**config.mk**
```make
export PLATFORM = sky130hd
export DESIGN_NAME = disk_img_server
export DESIGN_NICKNAME = d
export VERILOG_FILES = /design/src/rtl/disk_img_server.sv
export SDC_FILE = /design/constraint.sdc
export NUM_CORES = 1
export LEC_CHECK = 0
export BUFFER_PORTS_ARGS = -buffer_cell sky130_fd_sc_hd__buf_2
export CAP_MARGIN = 0
export CORE_MARGIN = 2
export CORE_UTILIZATION = 57
export CTS_CLUSTER_DIAMETER = 200
export DETAILED_ROUTE_END_ITERATION = 16
export PLACE_DENSITY = 0.95
export SYNTH_ARGS = -nofsm -noshare
export SYNTH_HDL_FRONTEND = slang
export SYNTH_SLANG_ARGS = --single-unit
```
**constraint.sdc**
```tcl
create_clock -name clk_sys -period 8.3 [get_ports clk_sys]
set_input_delay 0.83 -clock clk_sys [delete_from_list [all_inputs] [get_ports clk_sys]]
set_output_delay 0.83 -clock clk_sys [all_outputs]
set_load 0.005 [all_outputs]
```
**src/rtl/disk_img_server.sv**
```systemverilog
// Sector server: moves one 512-byte sector between a requester's buffer and a
// byte-wide backing store, arbitrating between two drives.
module disk_img_server (
    input  logic        clk_sys,
    input  logic        reset_n,
    input  logic [31:0] sd_lba,
    input  logic [1:0]  sd_rd,
    input  logic [1:0]  sd_wr,
    output logic        sd_ack,
    output logic [8:0]  sd_buff_addr,
    output logic [7:0]  sd_buff_dout,
    input  logic [7:0]  sd_buff_din,
    output logic        sd_buff_wr,
    output logic [24:0] mem_addr,
    output logic        mem_rd,
    output logic        mem_wr,
    output logic [7:0]  mem_dout,
    input  logic [7:0]  mem_din,
    input  logic        mem_ready
);

    typedef enum logic [2:0] {
        IDLE, READ_REQ, READ_PUT, WRITE_ADDR, WRITE_LAT, WRITE_REQ, DONE
    } state_t;

    state_t      state_q, state_d;
    logic        drive_q, drive_d;
    logic [14:0] lba_q, lba_d;
    logic        oor_q, oor_d;
    logic [8:0]  cnt_q, cnt_d;
    logic        ack_q, ack_d;
    logic [8:0]  buff_addr_q, buff_addr_d;
    logic [7:0]  buff_dout_q, buff_dout_d;
    logic        buff_wr_q, buff_wr_d;
    logic [24:0] mem_addr_q, mem_addr_d;
    logic        mem_rd_q, mem_rd_d;
    logic        mem_wr_q, mem_wr_d;
    logic [7:0]  mem_dout_q, mem_dout_d;

    // Drive 0 wins over drive 1; within a drive, read wins over write.
    logic sel_drv, sel_rd, any_req, req_oor;
    assign any_req = |{sd_rd, sd_wr};
    assign sel_drv = ~(sd_rd[0] | sd_wr[0]);
    assign sel_rd  = sel_drv ? sd_rd[1] : sd_rd[0];
    assign req_oor = |sd_lba[31:15];

    always_comb begin
        state_d     = state_q;
        drive_d     = drive_q;
        lba_d       = lba_q;
        oor_d       = oor_q;
        cnt_d       = cnt_q;
        ack_d       = ack_q;
        buff_addr_d = buff_addr_q;
        buff_dout_d = buff_dout_q;
        buff_wr_d   = 1'b0;
        mem_addr_d  = mem_addr_q;
        mem_rd_d    = mem_rd_q;
        mem_wr_d    = mem_wr_q;
        mem_dout_d  = mem_dout_q;
        case (state_q)
            IDLE: begin
                if (any_req) begin
                    drive_d = sel_drv;
                    lba_d   = sd_lba[14:0];
                    oor_d   = req_oor;
                    cnt_d   = 9'd0;
                    ack_d   = 1'b1;
                    if (sel_rd) begin
                        state_d    = READ_REQ;
                        mem_rd_d   = ~req_oor;
                        mem_addr_d = {sel_drv, sd_lba[14:0], 9'd0};
                    end else begin
                        state_d     = WRITE_ADDR;
                        buff_addr_d = 9'd0;
                    end
                end
            end
            READ_REQ: begin
                // Out-of-range sectors read as zeros without touching the store.
                if (oor_q || mem_ready) begin
                    mem_rd_d    = 1'b0;
                    buff_dout_d = oor_q ? 8'h00 : mem_din;
                    buff_addr_d = cnt_q;
                    buff_wr_d   = 1'b1;
                    state_d     = READ_PUT;
                end
            end
            READ_PUT: begin
                if (cnt_q != 9'd511) begin
                    cnt_d      = cnt_q + 9'd1;
                    mem_rd_d   = ~oor_q;
                    mem_addr_d = {drive_q, lba_q, cnt_q + 9'd1};
                    state_d    = READ_REQ;
                end else begin
                    ack_d   = 1'b0;
                    state_d = DONE;
                end
            end
            WRITE_ADDR: state_d = WRITE_LAT;
            WRITE_LAT: begin
                mem_dout_d = sd_buff_din;
                mem_wr_d   = ~oor_q;
                mem_addr_d = {drive_q, lba_q, cnt_q};
                state_d    = WRITE_REQ;
            end
            WRITE_REQ: begin
                if (oor_q || mem_ready) begin
                    mem_wr_d = 1'b0;
                    if (cnt_q != 9'd511) begin
                        cnt_d       = cnt_q + 9'd1;
                        buff_addr_d = cnt_q + 9'd1;
                        state_d     = WRITE_ADDR;
                    end else begin
                        ack_d   = 1'b0;
                        state_d = DONE;
                    end
                end
            end
            DONE:    state_d = IDLE;
            default: state_d = IDLE;
        endcase
    end

    always_ff @(posedge clk_sys or negedge reset_n) begin
        if (!reset_n) begin
            state_q     <= IDLE;
            drive_q     <= 1'b0;
            lba_q       <= '0;
            oor_q       <= 1'b0;
            cnt_q       <= '0;
            ack_q       <= 1'b0;
            buff_addr_q <= '0;
            buff_dout_q <= '0;
            buff_wr_q   <= 1'b0;
            mem_addr_q  <= '0;
            mem_rd_q    <= 1'b0;
            mem_wr_q    <= 1'b0;
            mem_dout_q  <= '0;
        end else begin
            state_q     <= state_d;
            drive_q     <= drive_d;
            lba_q       <= lba_d;
            oor_q       <= oor_d;
            cnt_q       <= cnt_d;
            ack_q       <= ack_d;
            buff_addr_q <= buff_addr_d;
            buff_dout_q <= buff_dout_d;
            buff_wr_q   <= buff_wr_d;
            mem_addr_q  <= mem_addr_d;
            mem_rd_q    <= mem_rd_d;
            mem_wr_q    <= mem_wr_d;
            mem_dout_q  <= mem_dout_d;
        end
    end

    assign sd_ack       = ack_q;
    assign sd_buff_addr = buff_addr_q;
    assign sd_buff_dout = buff_dout_q;
    assign sd_buff_wr   = buff_wr_q;
    assign mem_addr     = mem_addr_q;
    assign mem_rd       = mem_rd_q;
    assign mem_wr       = mem_wr_q;
    assign mem_dout     = mem_dout_q;

endmodule

```
## Word-level counts from Yosys, hierarchy flattened

Cells that the tools add are included.

- Flip-flop bits (word level): 83
- Input bits: 55
- Output and inout port bits: 54
- Logic and storage cells: 83

- Add/sub/neg operators: 1
- Eq/ne operators: 13
- Muxes and demuxes: 35
- Bitwise operators: 4
- Reductions and logical operators: 17

Operator list:

| cell | number |
|---|---|
| two-way mux 25 bit | 3 |
| case mux 25 bit (3 select lines) | 1 |
| two-way mux 9 bit | 8 |
| case mux 9 bit (3 select lines) | 2 |
| case mux 3 bit (6 select lines) | 1 |
| OR reduction 17 bit | 1 |
| two-way mux 3 bit | 5 |
| inequality test 2 bit (second input constant) | 7 |
| nonzero test 3 bit | 4 |
| two-way mux 1 bit | 10 |
| adder 9 x 1 -> 9 bit (second input constant) | 1 |
| inequality test 9 bit (second input constant) | 1 |
| two-way mux 8 bit | 1 |
| equality test 3 x 2 -> 1 bit (second input constant) | 2 |
| equality test 3 bit (second input constant) | 2 |
| case mux 1 bit (3 select lines) | 2 |
| AND reduction 2 bit | 3 |
| AND reduction 3 bit | 2 |
| AND reduction 6 bit | 1 |
| AND reduction 5 bit | 1 |
| AND reduction 4 bit | 1 |
| OR reduction 4 bit | 1 |
| equality test 3 x 1 -> 1 bit (second input constant) | 1 |
| zero test 3 bit | 1 |
| other kinds (6) | 8 |

## Longest topological paths before layout

Gate-level depths: netlist of the first run.

- Depth in word-level cells: 5
- Depth in mapped cells: 10
- Gate-level depth less buffers: 9

## Worst setup path after synthesis of the first run

Ideal clock, no wire load.

- Kind: register -> register
- Start point: reg cnt_q[0]
- End point: reg buff_addr_q[0], in the netlist sd_buff_addr[0]
- Library setup time: 0.125 ns
- Data arrival time: 2.472 ns
- Required time: 8.175 ns
- Setup slack: 5.703 ns
- Cell stages (with the launch flop): 11
- Path buffers: 2
- Period minus slack after synthesis: 2.597 ns
- Path through: dfrtp_1 -> ha_1 -> and3_1 -> nand3_1 -> nor2_1 -> ha_1 -> clkbuf_1 -> a211o_1 -> o21a_1 -> buf_2 -> mux2_2

- Cells in the longest elaborated chain, start to end: 4
- Elaborated cells between the ends (all ways): 8
- Those cells by class: add/sub: 1; eq/ne: 2; mux: 4; reduce/logical: 1

Ends and longest elaborated chain:

| what | RTL line | text |
|---|---|---|
| start: declaration | 30 | `logic [8:0] cnt_q, cnt_d;` |
| start signal: assignment | 145 | `cnt_q <= cnt_d;` |
| adder 9 x 1 -> 9 bit | 112 | `buff_addr_d = cnt_q + 9'd1;` |
| two-way mux 9 bit | 110 | `if (cnt_q != 9'd511) begin` |
| two-way mux 9 bit | 108 | `if (oor_q \|\| mem_ready) begin` |
| case mux 9 bit (3 select lines) | 61 | `case (state_q)` |
| end signal: assignment | 147 | `buff_addr_q <= buff_addr_d;` |
| end: declaration | 32 | `logic [8:0] buff_addr_q, buff_addr_d;` |

Several ways; a longest one is shown, not always the timed one. The select of a mux whose other input is x is not followed.
A chain may end at the register's enable or synchronous reset.

## Worst setup path after layout of the first run

- Start point: reg cnt_q[0]
- End point: reg mem_addr_q[6], in the netlist mem_addr[6]

- Cells in the longest elaborated chain, start to end: 3
- Elaborated cells between the ends (all ways): 6
- Those cells by class: add/sub: 1; eq/ne: 2; mux: 2; reduce/logical: 1

Ends and longest elaborated chain:

| what | RTL line | text |
|---|---|---|
| adder 9 x 1 -> 9 bit / inequality test 9 bit (equally long branches) | 93, 90 |  |
| two-way mux 25 bit / inequality test 2 bit (equally long branches) | -- |  |
| case mux 25 bit (3 select lines) / AND reduction 4 bit (equally long branches) | -- |  |
| end signal: assignment | 150 | `mem_addr_q <= mem_addr_d;` |
| end: declaration | 35 | `logic [24:0] mem_addr_q, mem_addr_d;` |

Several ways; a longest one is shown, not always the timed one. The select of a mux whose other input is x is not followed.

==> results of run 1 <==
## cells by family (layout without fill, tap and decap cells)
logic type,count (synthesis),in the layout,share of synthesized area
simple gates,198,198,0.226
flops,83,83,0.514
compound gates,73,73,0.120
buf+inv,39,133,0.0489
mux,26,26,0.0662
xor+xnor,7,7,0.0152
fa+ha+maj,3,3,0.00928
## through the flow
stage          utilization  instance area (sq um)  power, mW  hold slack [ns]
5_1_grt              0.696                   4750       1.76            0.510
6_report             0.696                   4750       1.63            0.480
4_1_cts              0.696                   4750       1.63            0.484
2_1_floorplan            -                   4040       1.12            0.445
3_3_place_gp         0.666                   4550       1.28            0.444
3_5_place_dp         0.666                   4550       1.32            0.464
## how the worst max path moves through the flow
stage | from | end | slack, ns | cells after the start
floorplan | cnt_q[0] | sd_buff_addr[0] | 5.70 | 10
global placement | cnt_q[0] | cnt_q[4] | 5.34 | 8
detailed placement | cnt_q[0] | cnt_q[5] | 5.19 | 8
CTS | cnt_q[0] | mem_addr[6] | 5.14 | 10
global route | cnt_q[0] | mem_addr[6] | 4.78 | 10
finish | cnt_q[0] | mem_addr[6] | 5.12 | 10
## worst reg2reg max path: stages, from the launching register on
cell	delay, ns
sky130_fd_sc_hd__dfrtp_1	0.47
sky130_fd_sc_hd__ha_1	0.28
sky130_fd_sc_hd__and3_1	0.24
sky130_fd_sc_hd__nand3_1	0.16
sky130_fd_sc_hd__nor2_1	0.23
sky130_fd_sc_hd__ha_1	0.44
sky130_fd_sc_hd__o21a_1	0.16
sky130_fd_sc_hd__a311o_1	0.38
sky130_fd_sc_hd__buf_4	0.41
sky130_fd_sc_hd__a31oi_1	0.10
sky130_fd_sc_hd__a32oi_1	0.23
## cells in the mapped netlist, types with 2 or more instances
library cell / instances / share of area
sky130_fd_sc_hd__nand2_1: 120 / 0.11
sky130_fd_sc_hd__dfrtp_1: 83 / 0.51
sky130_fd_sc_hd__o21ai_0: 30 / 0.037
sky130_fd_sc_hd__nor2_1: 22 / 0.020
sky130_fd_sc_hd__mux2i_1: 20 / 0.050
sky130_fd_sc_hd__clkbuf_1: 14 / 0.013
sky130_fd_sc_hd__buf_2: 11 / 0.014
sky130_fd_sc_hd__nand3b_1: 8 / 0.015
sky130_fd_sc_hd__and3_1: 7 / 0.011
sky130_fd_sc_hd__inv_1: 7 / 0.0065
sky130_fd_sc_hd__nor3_1: 6 / 0.0074
sky130_fd_sc_hd__a21oi_1: 5 / 0.0062
sky130_fd_sc_hd__a221o_1: 5 / 0.012
sky130_fd_sc_hd__mux2_2: 5 / 0.014
sky130_fd_sc_hd__nand2b_1: 5 / 0.0077
sky130_fd_sc_hd__nand3_1: 5 / 0.0062
sky130_fd_sc_hd__or3_1: 5 / 0.0077
sky130_fd_sc_hd__xor2_1: 5 / 0.011
sky130_fd_sc_hd__buf_6: 4 / 0.011
sky130_fd_sc_hd__o22ai_1: 4 / 0.0062
sky130_fd_sc_hd__a211o_1: 3 / 0.0065
sky130_fd_sc_hd__a22oi_1: 3 / 0.0056
sky130_fd_sc_hd__a31oi_1: 3 / 0.0046
sky130_fd_sc_hd__a32oi_1: 3 / 0.0065
sky130_fd_sc_hd__ha_1: 3 / 0.0093
sky130_fd_sc_hd__nor2b_1: 3 / 0.0046
sky130_fd_sc_hd__nor4_1: 3 / 0.0046
sky130_fd_sc_hd__o21a_1: 3 / 0.0056
sky130_fd_sc_hd__o2bb2ai_1: 3 / 0.0065
sky130_fd_sc_hd__o31ai_1: 3 / 0.0056
sky130_fd_sc_hd__a2bb2oi_1: 2 / 0.0043
sky130_fd_sc_hd__and2_1: 2 / 0.0031
sky130_fd_sc_hd__buf_4: 2 / 0.0037
sky130_fd_sc_hd__nand4_1: 2 / 0.0031
sky130_fd_sc_hd__nor3b_2: 2 / 0.0062
sky130_fd_sc_hd__xnor2_1: 2 / 0.0043
## area by class of cell
| class | instances | area, sq um |
|---|---|---|
| clock inverters | 6 | 68.8 |
| inverters | 8 | 30.0 |
| clock buffers | 10 | 138 |
| repair buffers | 109 | 551 |
| flip-flops and latches | 83 | 2080 |
| well taps | 96 | 120 |
| fillers | 539 | 2080 |
| multi-input cells | 307 | 1770 |
## per-layer routing
metal / GRT usage / vias up
met1: 0.365 / 1675
li1: - / 1643
met2: 0.441 / 152
met5: 0 / -
met3: 0.0625 / 18
met4: 0.0923 / 0
## power groups by stage
stage | clock (mW) | sequential, mW | combinational [mW]
6_report | 0.306 | 0.679 | 0.647
5_1_grt | 0.330 | 0.697 | 0.729
4_1_cts | 0.309 | 0.676 | 0.647
3_5_place_dp | 0 | 0.681 | 0.641
3_3_place_gp | 0 | 0.671 | 0.610
2_1_floorplan | 0 | 0.649 | 0.469
## sequential cells by signal (all words and copies together), names as in the netlist
name          count
sd_buff_dout      8
sd_buff_wr        1
mem_dout          8
sd_ack            1
sd_buff_addr      9
mem_wr            1
lba_q            15
cnt_q             9
drive_q           1
mem_rd            1
mem_addr         25
state_q           3
oor_q             1
==> run_summary.xml, run 1 <==
<?xml version="1.0" encoding="UTF-8"?>
<metrics>
  <group name="run_status">
    <metric name="run_status" unit="">complete, no violations</metric>
  </group>
  <group name="power_and_ir_drop">
    <metric name="p_comb_frac" unit="">0.396</metric>
    <metric name="pwr-share-clk" unit="">0.187</metric>
    <metric name="total_switching_power" unit="mW">0.658</metric>
    <metric name="switching_share" unit="">0.403</metric>
    <metric name="p_leak" unit="nW">2.43</metric>
    <metric name="power.ir.vdd_worst" unit="uV">234</metric>
    <metric name="cellInternalPower" unit="mW">0.974</metric>
    <metric name="p_per_area" unit="nW/um^2">343</metric>
    <metric name="sequentialPowerShare" unit="">0.416</metric>
  </group>
  <group name="yosys">
    <metric name="syn-cell-area" unit="sq um">4040</metric>
    <metric name="synthesis.yosys.warnings" unit="">0</metric>
    <metric name="syn_nets" unit="">487</metric>
    <metric name="ys_seq_area_frac" unit="">0.514</metric>
    <metric name="number_of_flops_mapped_to_enable_cells_by_yosys" unit="">0</metric>
    <metric name="yosys_register_bits" unit="">83</metric>
    <metric name="ys_async_sr_fraction" unit="">1.00</metric>
    <metric name="synth_cell_type_count" unit="">52</metric>
    <metric name="netlist_instances" unit="">429</metric>
    <metric name="synthFlopType" unit="">sky130_fd_sc_hd__dfrtp_1</metric>
    <metric name="post_synth.cell_area_avg" unit="sq um">9.43</metric>
  </group>
  <group name="placed_design">
    <metric name="worst_slack_placed" unit="ns">5.19</metric>
    <metric name="number_of_cells_after_detailed_placement" unit="">603</metric>
    <metric name="placement.io_buffers" unit="">108</metric>
    <metric name="detailedPlacementHpwl" unit="mm">6.96</metric>
    <metric name="gp_routability_congestion" unit="">0.891</metric>
  </group>
  <group name="setup_path">
    <metric name="cp_cell_sequence" unit="">ha_1 &gt; and3_1 &gt; nand3_1 &gt; nor2_1 &gt; ha_1 &gt; o21a_1 &gt; a311o_1 &gt; buf_4 &gt; a31oi_1 &gt; a32oi_1</metric>
    <metric name="family_with_the_most_delay_on_the_worst_path" unit="">compound AO/OA/AOI/OAI gates</metric>
    <metric name="critPathMostFrequentCell" unit="">sky130_fd_sc_hd__ha_1</metric>
    <metric name="critPathMaxFanout" unit="">40</metric>
    <metric name="cp.required" unit="ns">8.59</metric>
    <metric name="timing.critical_path.slowest_stage_cell" unit="">sky130_fd_sc_hd__dfrtp_1</metric>
    <metric name="cp_slowest_stage_delay" unit="ns">0.47</metric>
    <metric name="worst_r2r_startpoint" unit="">cnt_q[0]</metric>
    <metric name="path_buf_inv" unit="">1</metric>
    <metric name="setup.worst_path.start_class" unit="">flip-flop</metric>
    <metric name="crit_end_element" unit="">flip-flop</metric>
    <metric name="regToRegSetupSlack" unit="ns">5.12</metric>
    <metric name="reg2reg_to" unit="">mem_addr[6]</metric>
    <metric name="crit_arrival" unit="ns">3.47</metric>
    <metric name="r2r_cells" unit="">10</metric>
    <metric name="setup.worst_path.class" unit="">flip-flop to flip-flop</metric>
  </group>
  <group name="layout">
    <metric name="antennaDiodeCount" unit="">0</metric>
    <metric name="most_frequent_cells_in_the_layout" unit="">sky130_fd_sc_hd__nand2_1 (120), sky130_fd_sc_hd__buf_2 (107), sky130_fd_sc_hd__dfrtp_1 (83)</metric>
    <metric name="finish.cell_count_without_fillers" unit="">619</metric>
    <metric name="syn2layout_area_growth" unit="%">17.5</metric>
    <metric name="layout_commonest_cell" unit="">sky130_fd_sc_hd__nand2_1</metric>
    <metric name="finalNetCount" unit="">576</metric>
    <metric name="drive_gt1_frac" unit="">0.262</metric>
  </group>
  <group name="timing">
    <metric name="period_share" unit="">0.383</metric>
    <metric name="slew_headroom" unit="">0.151</metric>
    <metric name="tightestPinTransition" unit="ns">1.26</metric>
    <metric name="setup_slack" unit="ns">5.12</metric>
    <metric name="finalHoldViolations" unit="">0</metric>
    <metric name="max_freq" unit="MHz">314</metric>
    <metric name="final_critical_path_required_period" unit="ns">3.18</metric>
    <metric name="rsz0062_at_grt" unit="">false</metric>
    <metric name="setup_tns" unit="ns">0</metric>
    <metric name="finalClockSkew" unit="ns">0.0189</metric>
    <metric name="finalSetupViolCount" unit="">0</metric>
    <metric name="max_slew_violation_count" unit="">0</metric>
  </group>
  <group name="global_route">
    <metric name="grt_pass1_vias" unit="">3315</metric>
    <metric name="grt_util_all_layers" unit="">0.272</metric>
    <metric name="antenna_violations_before_repair" unit="">0</metric>
    <metric name="grt_start_max_net_pins" unit="">84</metric>
    <metric name="grt-ovfl-total" unit="">0</metric>
    <metric name="wire_length_of_the_first_global_routing_pass" unit="mm">16.0</metric>
  </group>
  <group name="drt">
    <metric name="post_drt_via_cell_ratio" unit="">5.63</metric>
    <metric name="num_vias" unit="">3488</metric>
    <metric name="drtAntennaViolNets" unit="">0</metric>
    <metric name="wl_met2" unit="mm">4.95</metric>
    <metric name="wl_met3" unit="microns">729</metric>
    <metric name="number_of_iterations_in_the_first_detailed_routing_pass" unit="">5</metric>
    <metric name="wire_length_per_cell_after_detailed_routing" unit="microns">16.2</metric>
    <metric name="topRoutingLayerUsed" unit="">met4</metric>
    <metric name="drt-total-wl" unit="mm">10.0</metric>
    <metric name="post_route_m1_wl" unit="mm">4.12</metric>
    <metric name="drt_first_iter_violations" unit="">400</metric>
    <metric name="drc" unit="">0</metric>
  </group>
  <group name="clock_network">
    <metric name="cts_buffers" unit="">9</metric>
    <metric name="cts.htree.levels" unit="">3</metric>
    <metric name="cts-hold-fix-buffers" unit="">0</metric>
    <metric name="cts.root.buffer_cell" unit="">sky130_fd_sc_hd__clkbuf_8</metric>
    <metric name="insertion_delay_of_the_later_clocked_pin_in_the_worst_skew_pair" unit="ns">0.38</metric>
    <metric name="clock_tree_from_tritoncts" unit="">built</metric>
    <metric name="post_cts_clock_slew_at_the_launch_and_capture_registers_of_the_worst_setup_and_hold_paths" unit="ns">0.08</metric>
    <metric name="post_cts_resize_count" unit="">0</metric>
    <metric name="clockBufferDepth" unit="">2</metric>
    <metric name="clock_sink_count" unit="">83</metric>
    <metric name="post_cts_buffers" unit="">0</metric>
  </group>
  <group name="die">
    <metric name="die_w" unit="microns">88.2</metric>
    <metric name="rows" unit="">30</metric>
    <metric name="coreArea" unit="sq um">6830</metric>
    <metric name="die_ar" unit="sq um">7780</metric>
    <metric name="num_io_pins" unit="">109</metric>
    <metric name="start_util" unit="">0.592</metric>
    <metric name="die-height" unit="microns">88.2</metric>
  </group>
  <group name="hold_path">
    <metric name="min_path_cells" unit="">2</metric>
    <metric name="min_path_type" unit="">flip-flop to flip-flop</metric>
    <metric name="min_delay_worst_endpoint" unit="">sd_buff_dout[7]</metric>
    <metric name="hold_path_startpoint" unit="">sd_buff_dout[7]</metric>
  </group>
  <group name="flow_run">
    <metric name="max_cap_violations" unit="">0</metric>
  </group>
</metrics>
Power figures use the tool's default switching activity.
==> run 2: changes to the inputs <==
- CORE_UTILIZATION: 57 -> 48
- PLACE_DENSITY: 0.95 -> 0.86
- clock period: 8.3 -> 2.7 ns (I/O delays scaled with it)
==> run 2 against run 1 <==
Die area up 18%. Critical endpoint is now cnt_q[2]. Cell area up 2.8%. Combinational power rose to 3.2 times the previous value. Register-to-register slack worse by 5.0 ns. Critical path type unchanged. Sequential share of layout area down 1.2 points. Clock skew down 0.0045 ns. Largest power group is now combinational cells. Largest cell class unchanged. Global-route usage down 5.2 points. Non-clock buffer count up 13. Clock-buffer cell count unchanged. Sequential power rose to 3.0 times the previous value.
==> run_summary.xml, run 2 (synthesized netlist as in run 1, its figures left out) <==
<?xml version="1.0" encoding="UTF-8"?>
<metrics>
  <group name="layout">
    <metric name="drive_gt1_frac" unit="">0.287</metric>
    <metric name="fillers" unit="">692</metric>
    <metric name="antennaDiodeCount" unit="">0</metric>
    <metric name="most_frequent_cells_in_the_layout" unit="">sky130_fd_sc_hd__nand2_1 (120), sky130_fd_sc_hd__buf_2 (107), sky130_fd_sc_hd__dfrtp_1 (83)</metric>
    <metric name="largest_reg_flops" unit="">25</metric>
    <metric name="finalNetCount" unit="">589</metric>
    <metric name="syn2layout_area_growth" unit="%">20.8</metric>
    <metric name="layout_commonest_cell" unit="">sky130_fd_sc_hd__nand2_1</metric>
    <metric name="finish.utilization" unit="">0.598</metric>
  </group>
  <group name="clock_network">
    <metric name="clock_tree_from_tritoncts" unit="">built</metric>
    <metric name="cts.root.buffer_cell" unit="">sky130_fd_sc_hd__clkbuf_8</metric>
    <metric name="cts.htree.levels" unit="">3</metric>
    <metric name="post_cts_buffers" unit="">0</metric>
    <metric name="cts-hold-fix-buffers" unit="">0</metric>
    <metric name="insertion_delay_of_the_later_clocked_pin_in_the_worst_skew_pair" unit="ns">0.36</metric>
    <metric name="clock_sink_count" unit="">83</metric>
    <metric name="post_cts_clock_slew_at_the_launch_and_capture_registers_of_the_worst_setup_and_hold_paths" unit="ns">0.09</metric>
    <metric name="clockBufferDepth" unit="">2</metric>
    <metric name="cts_buffers" unit="">9</metric>
  </group>
  <group name="placed_design">
    <metric name="placement.io_buffers" unit="">108</metric>
    <metric name="gp_routability_congestion" unit="">0.915</metric>
    <metric name="worst_slack_placed" unit="ns">-0.0867</metric>
    <metric name="detailedPlacementHpwl" unit="mm">6.83</metric>
  </group>
  <group name="global_route">
    <metric name="antenna_violations_before_repair" unit="">0</metric>
    <metric name="wire_length_of_the_first_global_routing_pass" unit="mm">15.7</metric>
    <metric name="grt_util_all_layers" unit="">0.220</metric>
    <metric name="grt-ovfl-total" unit="">0</metric>
    <metric name="grt_start_max_net_pins" unit="">84</metric>
    <metric name="grt_pass1_vias" unit="">3369</metric>
  </group>
  <group name="die">
    <metric name="rows" unit="">33</metric>
    <metric name="die_w" unit="microns">95.8</metric>
    <metric name="coreArea" unit="sq um">8180</metric>
    <metric name="die-height" unit="microns">95.8</metric>
    <metric name="num_io_pins" unit="">109</metric>
    <metric name="start_util" unit="">0.495</metric>
    <metric name="die_ar" unit="sq um">9170</metric>
  </group>
  <group name="power_and_ir_drop">
    <metric name="total_switching_power" unit="mW">1.99</metric>
    <metric name="switching_share" unit="">0.393</metric>
    <metric name="p_per_area" unit="nW/um^2">1040</metric>
    <metric name="cellInternalPower" unit="mW">3.07</metric>
    <metric name="power.ir.vdd_worst" unit="uV">447</metric>
    <metric name="p_comb_frac" unit="">0.414</metric>
    <metric name="sequentialPowerShare" unit="">0.401</metric>
    <metric name="p_leak" unit="nW">2.50</metric>
    <metric name="pwr-share-clk" unit="">0.185</metric>
  </group>
  <group name="drt">
    <metric name="drt_first_iter_violations" unit="">185</metric>
    <metric name="post_drt_via_cell_ratio" unit="">5.41</metric>
    <metric name="num_vias" unit="">3471</metric>
    <metric name="drc" unit="">0</metric>
    <metric name="drtAntennaViolNets" unit="">0</metric>
    <metric name="wire_length_per_cell_after_detailed_routing" unit="microns">14.9</metric>
    <metric name="drt-total-wl" unit="mm">9.54</metric>
    <metric name="number_of_iterations_in_the_first_detailed_routing_pass" unit="">4</metric>
  </group>
  <group name="timing">
    <metric name="slew_headroom" unit="">0.311</metric>
    <metric name="period_share" unit="">0.942</metric>
    <metric name="max_freq" unit="MHz">393</metric>
    <metric name="max_slew_violation_count" unit="">0</metric>
    <metric name="final_critical_path_required_period" unit="ns">2.54</metric>
    <metric name="setup_slack" unit="ns">0.156</metric>
    <metric name="tightestPinTransition" unit="ns">1.03</metric>
    <metric name="hold_ws" unit="ns">0.0733</metric>
    <metric name="setup_tns" unit="ns">0</metric>
    <metric name="finalSetupViolCount" unit="">0</metric>
    <metric name="finalHoldViolations" unit="">0</metric>
    <metric name="finalClockSkew" unit="ns">0.0144</metric>
  </group>
  <group name="setup_path">
    <metric name="crit_end_element" unit="">flip-flop</metric>
    <metric name="cp.required" unit="ns">2.94</metric>
    <metric name="r2r_cells" unit="">9</metric>
    <metric name="setup.worst_path.class" unit="">flip-flop to flip-flop</metric>
    <metric name="setup.worst_path.start_class" unit="">flip-flop</metric>
    <metric name="critPathMaxFanout" unit="">9</metric>
    <metric name="crit_arrival" unit="ns">2.78</metric>
  </group>
  <group name="run_status">
    <metric name="run_status" unit="">complete, no violations</metric>
  </group>
  <group name="hold_path">
    <metric name="min_path_type" unit="">primary input to async pin</metric>
  </group>
  <group name="flow_run">
    <metric name="max_cap_violations" unit="">0</metric>
  </group>
</metrics>
run 2: power by group through the flow:
stage	Clock, mW	Sequential [mW]	Combinational, mW
after detailed placement	0	2.05	2.07
after floorplan	0	1.99	1.44
final	0.938	2.03	2.10
after global placement	0	2.02	1.99
after global routing	1.00	2.09	2.37
after CTS	0.956	2.03	2.09
run 2: worst paths after layout:
path	to	slack (ns)	startpoint
setup / recovery	cnt_q[2]	0.16	cnt_q[0]
hold reg to reg	sd_buff_dout[5]	0.47	sd_buff_dout[5]
hold / removal	sd_buff_addr[2]	0.07	reset_n
setup reg to reg	cnt_q[2]	0.16	cnt_q[0]
min in group clk_sys	mem_dout[1]	0.10	sd_buff_din[1]
max in group asynchronous	state_q[2]	1.94	reset_n
run 2: cell type report:
type                       instances  area [sq um]  area share
multi-input combinational        307          1790       0.366
sequential                        83          2080       0.425
inverter                           8          30.0     0.00615
clock inverter                     6          71.3      0.0146
clock buffer                      10           138      0.0282
tap                              105           131      0.0269
timing repair buffer             122           652       0.133
run 2: per-layer routing:
layer  vias to the layer above  GRT usage  part of all wire
li1                       1667          -                 -
met1                      1637      0.288              0.43
met2                       148      0.352              0.47
met3                        19     0.0462             0.081
met4                         0      0.102             0.023
met5                         -          0                 0
run 2: worst max-delay path, cell delays in order (launching register included):
cell                      delay, ns
sky130_fd_sc_hd__dfrtp_1       0.39
sky130_fd_sc_hd__ha_1          0.26
sky130_fd_sc_hd__and3_1        0.20
sky130_fd_sc_hd__nand3_1       0.18
sky130_fd_sc_hd__nor2_2        0.08
sky130_fd_sc_hd__ha_2          0.21
sky130_fd_sc_hd__buf_4         0.16
sky130_fd_sc_hd__or3_1         0.36
sky130_fd_sc_hd__and3_4        0.23
sky130_fd_sc_hd__a221o_1       0.35
run 2: stage by stage:
stage	std cells	area [sq um]	power (mW)
3_5_place_dp	625	4660	4.12
3_3_place_gp	625	4660	4.02
6_report	641	4890	5.06
2_1_floorplan	429	4040	3.44
4_1_cts	641	4870	5.07
5_1_grt	641	4890	5.46
run 2: repair_timing:
item	4_1_cts	5_1_grt
endpoints found under the setup margin	7	40
pin swaps	0	0
cloned	0	0
resized for setup	1	5
==> run 3: changes to the inputs <==
- CORE_UTILIZATION: 48 -> 57
- PLACE_DENSITY: 0.86 -> 0.95
- clock period: 2.7 -> 3.2 ns (I/O delays scaled with it)
==> run 3 against run 2 <==
Final cell count fell by 2.8%. Routed wire length rose by 4.8%. Clock power fell by 20%. Combinational power fell by 19%. Largest power group is now registers. Clock skew barely moved. Die area fell by 15%. First-iteration DRC count rose by 36%. Cell area fell by 2.2%. Flip-flop and latch count did not move. Sequential power fell by 14%.
==> run_summary.xml, run 3 (synthesized netlist as in run 1, its figures left out) <==
<?xml version="1.0" encoding="UTF-8"?>
<metrics>
  <group name="hold_path">
    <metric name="min_path_type" unit="">primary input to async pin</metric>
  </group>
  <group name="power_and_ir_drop">
    <metric name="total_switching_power" unit="mW">1.69</metric>
    <metric name="pwr-share-clk" unit="">0.178</metric>
    <metric name="switching_share" unit="">0.402</metric>
    <metric name="p_per_area" unit="nW/um^2">882</metric>
    <metric name="cellInternalPower" unit="mW">2.52</metric>
    <metric name="p_comb_frac" unit="">0.406</metric>
    <metric name="p_leak" unit="nW">2.45</metric>
    <metric name="sequentialPowerShare" unit="">0.416</metric>
    <metric name="power.ir.vdd_worst" unit="uV">484</metric>
  </group>
  <group name="drt">
    <metric name="drc" unit="">0</metric>
    <metric name="drtAntennaViolNets" unit="">0</metric>
    <metric name="num_vias" unit="">3565</metric>
    <metric name="wire_length_per_cell_after_detailed_routing" unit="microns">16.0</metric>
    <metric name="number_of_iterations_in_the_first_detailed_routing_pass" unit="">5</metric>
    <metric name="post_drt_via_cell_ratio" unit="">5.72</metric>
    <metric name="drt-total-wl" unit="mm">10.0</metric>
    <metric name="drt_first_iter_violations" unit="">251</metric>
  </group>
  <group name="placed_design">
    <metric name="gp_routability_congestion" unit="">0.853</metric>
    <metric name="placement.io_buffers" unit="">108</metric>
    <metric name="placed_cell_area" unit="sq um">4580</metric>
    <metric name="detailedPlacementHpwl" unit="mm">6.89</metric>
  </group>
  <group name="die">
    <metric name="coreArea" unit="sq um">6830</metric>
    <metric name="rows" unit="">30</metric>
    <metric name="start_util" unit="">0.592</metric>
    <metric name="num_io_pins" unit="">109</metric>
    <metric name="die_ar" unit="sq um">7780</metric>
    <metric name="die-height" unit="microns">88.2</metric>
    <metric name="die_w" unit="microns">88.2</metric>
  </group>
  <group name="timing">
    <metric name="finalClockSkew" unit="ns">0.0145</metric>
    <metric name="max_slew_violation_count" unit="">0</metric>
    <metric name="finalSetupViolCount" unit="">0</metric>
    <metric name="finalHoldViolations" unit="">0</metric>
    <metric name="setup_tns" unit="ns">0</metric>
    <metric name="period_share" unit="">0.939</metric>
    <metric name="slew_headroom" unit="">0.318</metric>
    <metric name="final_critical_path_required_period" unit="ns">3.01</metric>
    <metric name="tightestPinTransition" unit="ns">1.02</metric>
    <metric name="max_freq" unit="MHz">333</metric>
    <metric name="rsz0062_at_grt" unit="">false</metric>
  </group>
  <group name="clock_network">
    <metric name="clock_tree_from_tritoncts" unit="">built</metric>
    <metric name="clock_sink_count" unit="">83</metric>
    <metric name="cts_buffers" unit="">9</metric>
    <metric name="post_cts_clock_slew_at_the_launch_and_capture_registers_of_the_worst_setup_and_hold_paths" unit="ns">0.08</metric>
    <metric name="insertion_delay_of_the_later_clocked_pin_in_the_worst_skew_pair" unit="ns">0.37</metric>
    <metric name="cts.root.buffer_cell" unit="">sky130_fd_sc_hd__clkbuf_8</metric>
    <metric name="cts.htree.levels" unit="">3</metric>
    <metric name="clockBufferDepth" unit="">2</metric>
  </group>
  <group name="setup_path">
    <metric name="cp_slowest_stage_delay" unit="ns">0.47</metric>
    <metric name="setup.worst_path.class" unit="">flip-flop to flip-flop</metric>
    <metric name="timing.critical_path.slowest_stage_cell" unit="">sky130_fd_sc_hd__dfrtp_1</metric>
    <metric name="critPathMostFrequentCell" unit="">sky130_fd_sc_hd__ha_1</metric>
    <metric name="cp.required" unit="ns">3.45</metric>
    <metric name="crit_end_element" unit="">flip-flop</metric>
    <metric name="cp_cell_sequence" unit="">ha_1 &gt; and3_1 &gt; nand3_1 &gt; nor2_1 &gt; ha_1 &gt; a211o_1 &gt; o21a_1 &gt; mux2_2</metric>
    <metric name="setup.worst_path.start_class" unit="">flip-flop</metric>
    <metric name="critPathMaxFanout" unit="">12</metric>
    <metric name="crit_arrival" unit="ns">3.26</metric>
  </group>
  <group name="layout">
    <metric name="drive_gt1_frac" unit="">0.269</metric>
    <metric name="finalNetCount" unit="">581</metric>
    <metric name="post-route-cell-area" unit="sq um">4780</metric>
    <metric name="layout_commonest_cell" unit="">sky130_fd_sc_hd__nand2_1</metric>
    <metric name="antennaDiodeCount" unit="">0</metric>
    <metric name="most_frequent_cells_in_the_layout" unit="">sky130_fd_sc_hd__nand2_1 (120), sky130_fd_sc_hd__buf_2 (107), sky130_fd_sc_hd__dfrtp_1 (83)</metric>
    <metric name="largest_reg_flops" unit="">25</metric>
    <metric name="syn2layout_area_growth" unit="%">18.2</metric>
    <metric name="fillers" unit="">525</metric>
  </group>
  <group name="global_route">
    <metric name="wire_length_of_the_first_global_routing_pass" unit="mm">15.7</metric>
    <metric name="grt_util_all_layers" unit="">0.265</metric>
    <metric name="antenna_violations_before_repair" unit="">0</metric>
    <metric name="grt_start_max_net_pins" unit="">84</metric>
    <metric name="grt_pass1_vias" unit="">3342</metric>
    <metric name="grt-ovfl-total" unit="">0</metric>
  </group>
  <group name="run_status">
    <metric name="run_status" unit="">complete, no violations</metric>
  </group>
  <group name="flow_run">
    <metric name="max_cap_violations" unit="">0</metric>
  </group>
</metrics>
-- run 3: cell types whose count changed in the layout (fill, tap and decap cells not counted), sizes merged --
cell      before  now
inv           11    9
clkinvlp       2    1
clkbuf        10    9
buf          122  114
clkinv         0    3
-- run 3: path summary, 6_finish.rpt --
| path | from | to | slack, ns | cells past startpoint |
|---|---|---|---|---|
| max in group asynchronous | reset_n | cnt_q[4] | 2.42 | 1 |
| min in group clk_sys | sd_buff_din[0] | mem_dout[0] | 0.14 | 3 |
| setup / recovery | cnt_q[0] | sd_buff_addr[0] | 0.19 | 8 |
| hold / removal | reset_n | sd_buff_dout[5] | 0.14 | 1 |
| setup reg to reg | cnt_q[0] | sd_buff_addr[0] | 0.19 | 8 |
| hold reg to reg | sd_buff_dout[1] | sd_buff_dout[1] | 0.47 | 2 |
-- run 3: timing repair --
action,4_1_cts,5_1_grt
gates resized for setup,0,1
hold buffers,0,0
setup endpoints to repair,0,6
setup buffers,0,0
-- run 3: per-stage QoR --
step                      worst slack [ns]  power [mW]  hold slack (ns)  instances   util
final                                0.194        4.21            0.137        623  0.699
after global routing                0.0209        4.52            0.152        623  0.699
after CTS                            0.118        4.20            0.143        623  0.699
after detailed placement             0.167        3.45            0.451        608  0.671
after global placement               0.325        3.35            0.445        608  0.671
after floorplan                      0.603        2.90           0.0244        429      -
-- run 3: worst max-delay path, delay by kind of cell, from the launching register on --
family,cells,cell delay [ns]
compound gates,2,0.66
simple gates,3,0.65
flops,1,0.47
mux,1,0.38
fa+ha+maj,2,0.74
-- run 3: power groups by stage --
stage | clock (mW) | sequential (mW) | combinational, mW
after floorplan | 0 | 1.68 | 1.22
after global placement | 0 | 1.74 | 1.60
after detailed placement | 0 | 1.77 | 1.68
after CTS | 0.753 | 1.74 | 1.71
after global routing | 0.798 | 1.80 | 1.92
final | 0.748 | 1.75 | 1.71
-- run 3: cell type report --
cell class                 instances  area (sq um)  share of cell area
inverter                           8          30.0             0.00628
timing repair buffer             114           588               0.123
clock buffer                       9           124              0.0259
clock inverter                     6          65.1              0.0136
tap                               96           120              0.0251
sequential                        83          2080               0.435
multi-input combinational        307          1770               0.371
-- run 3: per-layer routing --
layer  up-vias  routed length [microns]  global-route usage  part of all wire
li1       1657                        -                   -                 -
met5         -                        0                   0                 0
met2       182                     4800               0.437              0.48
met4         0                      223              0.0882             0.022
met3        22                      866              0.0662             0.087
met1      1704                     4110               0.347              0.41
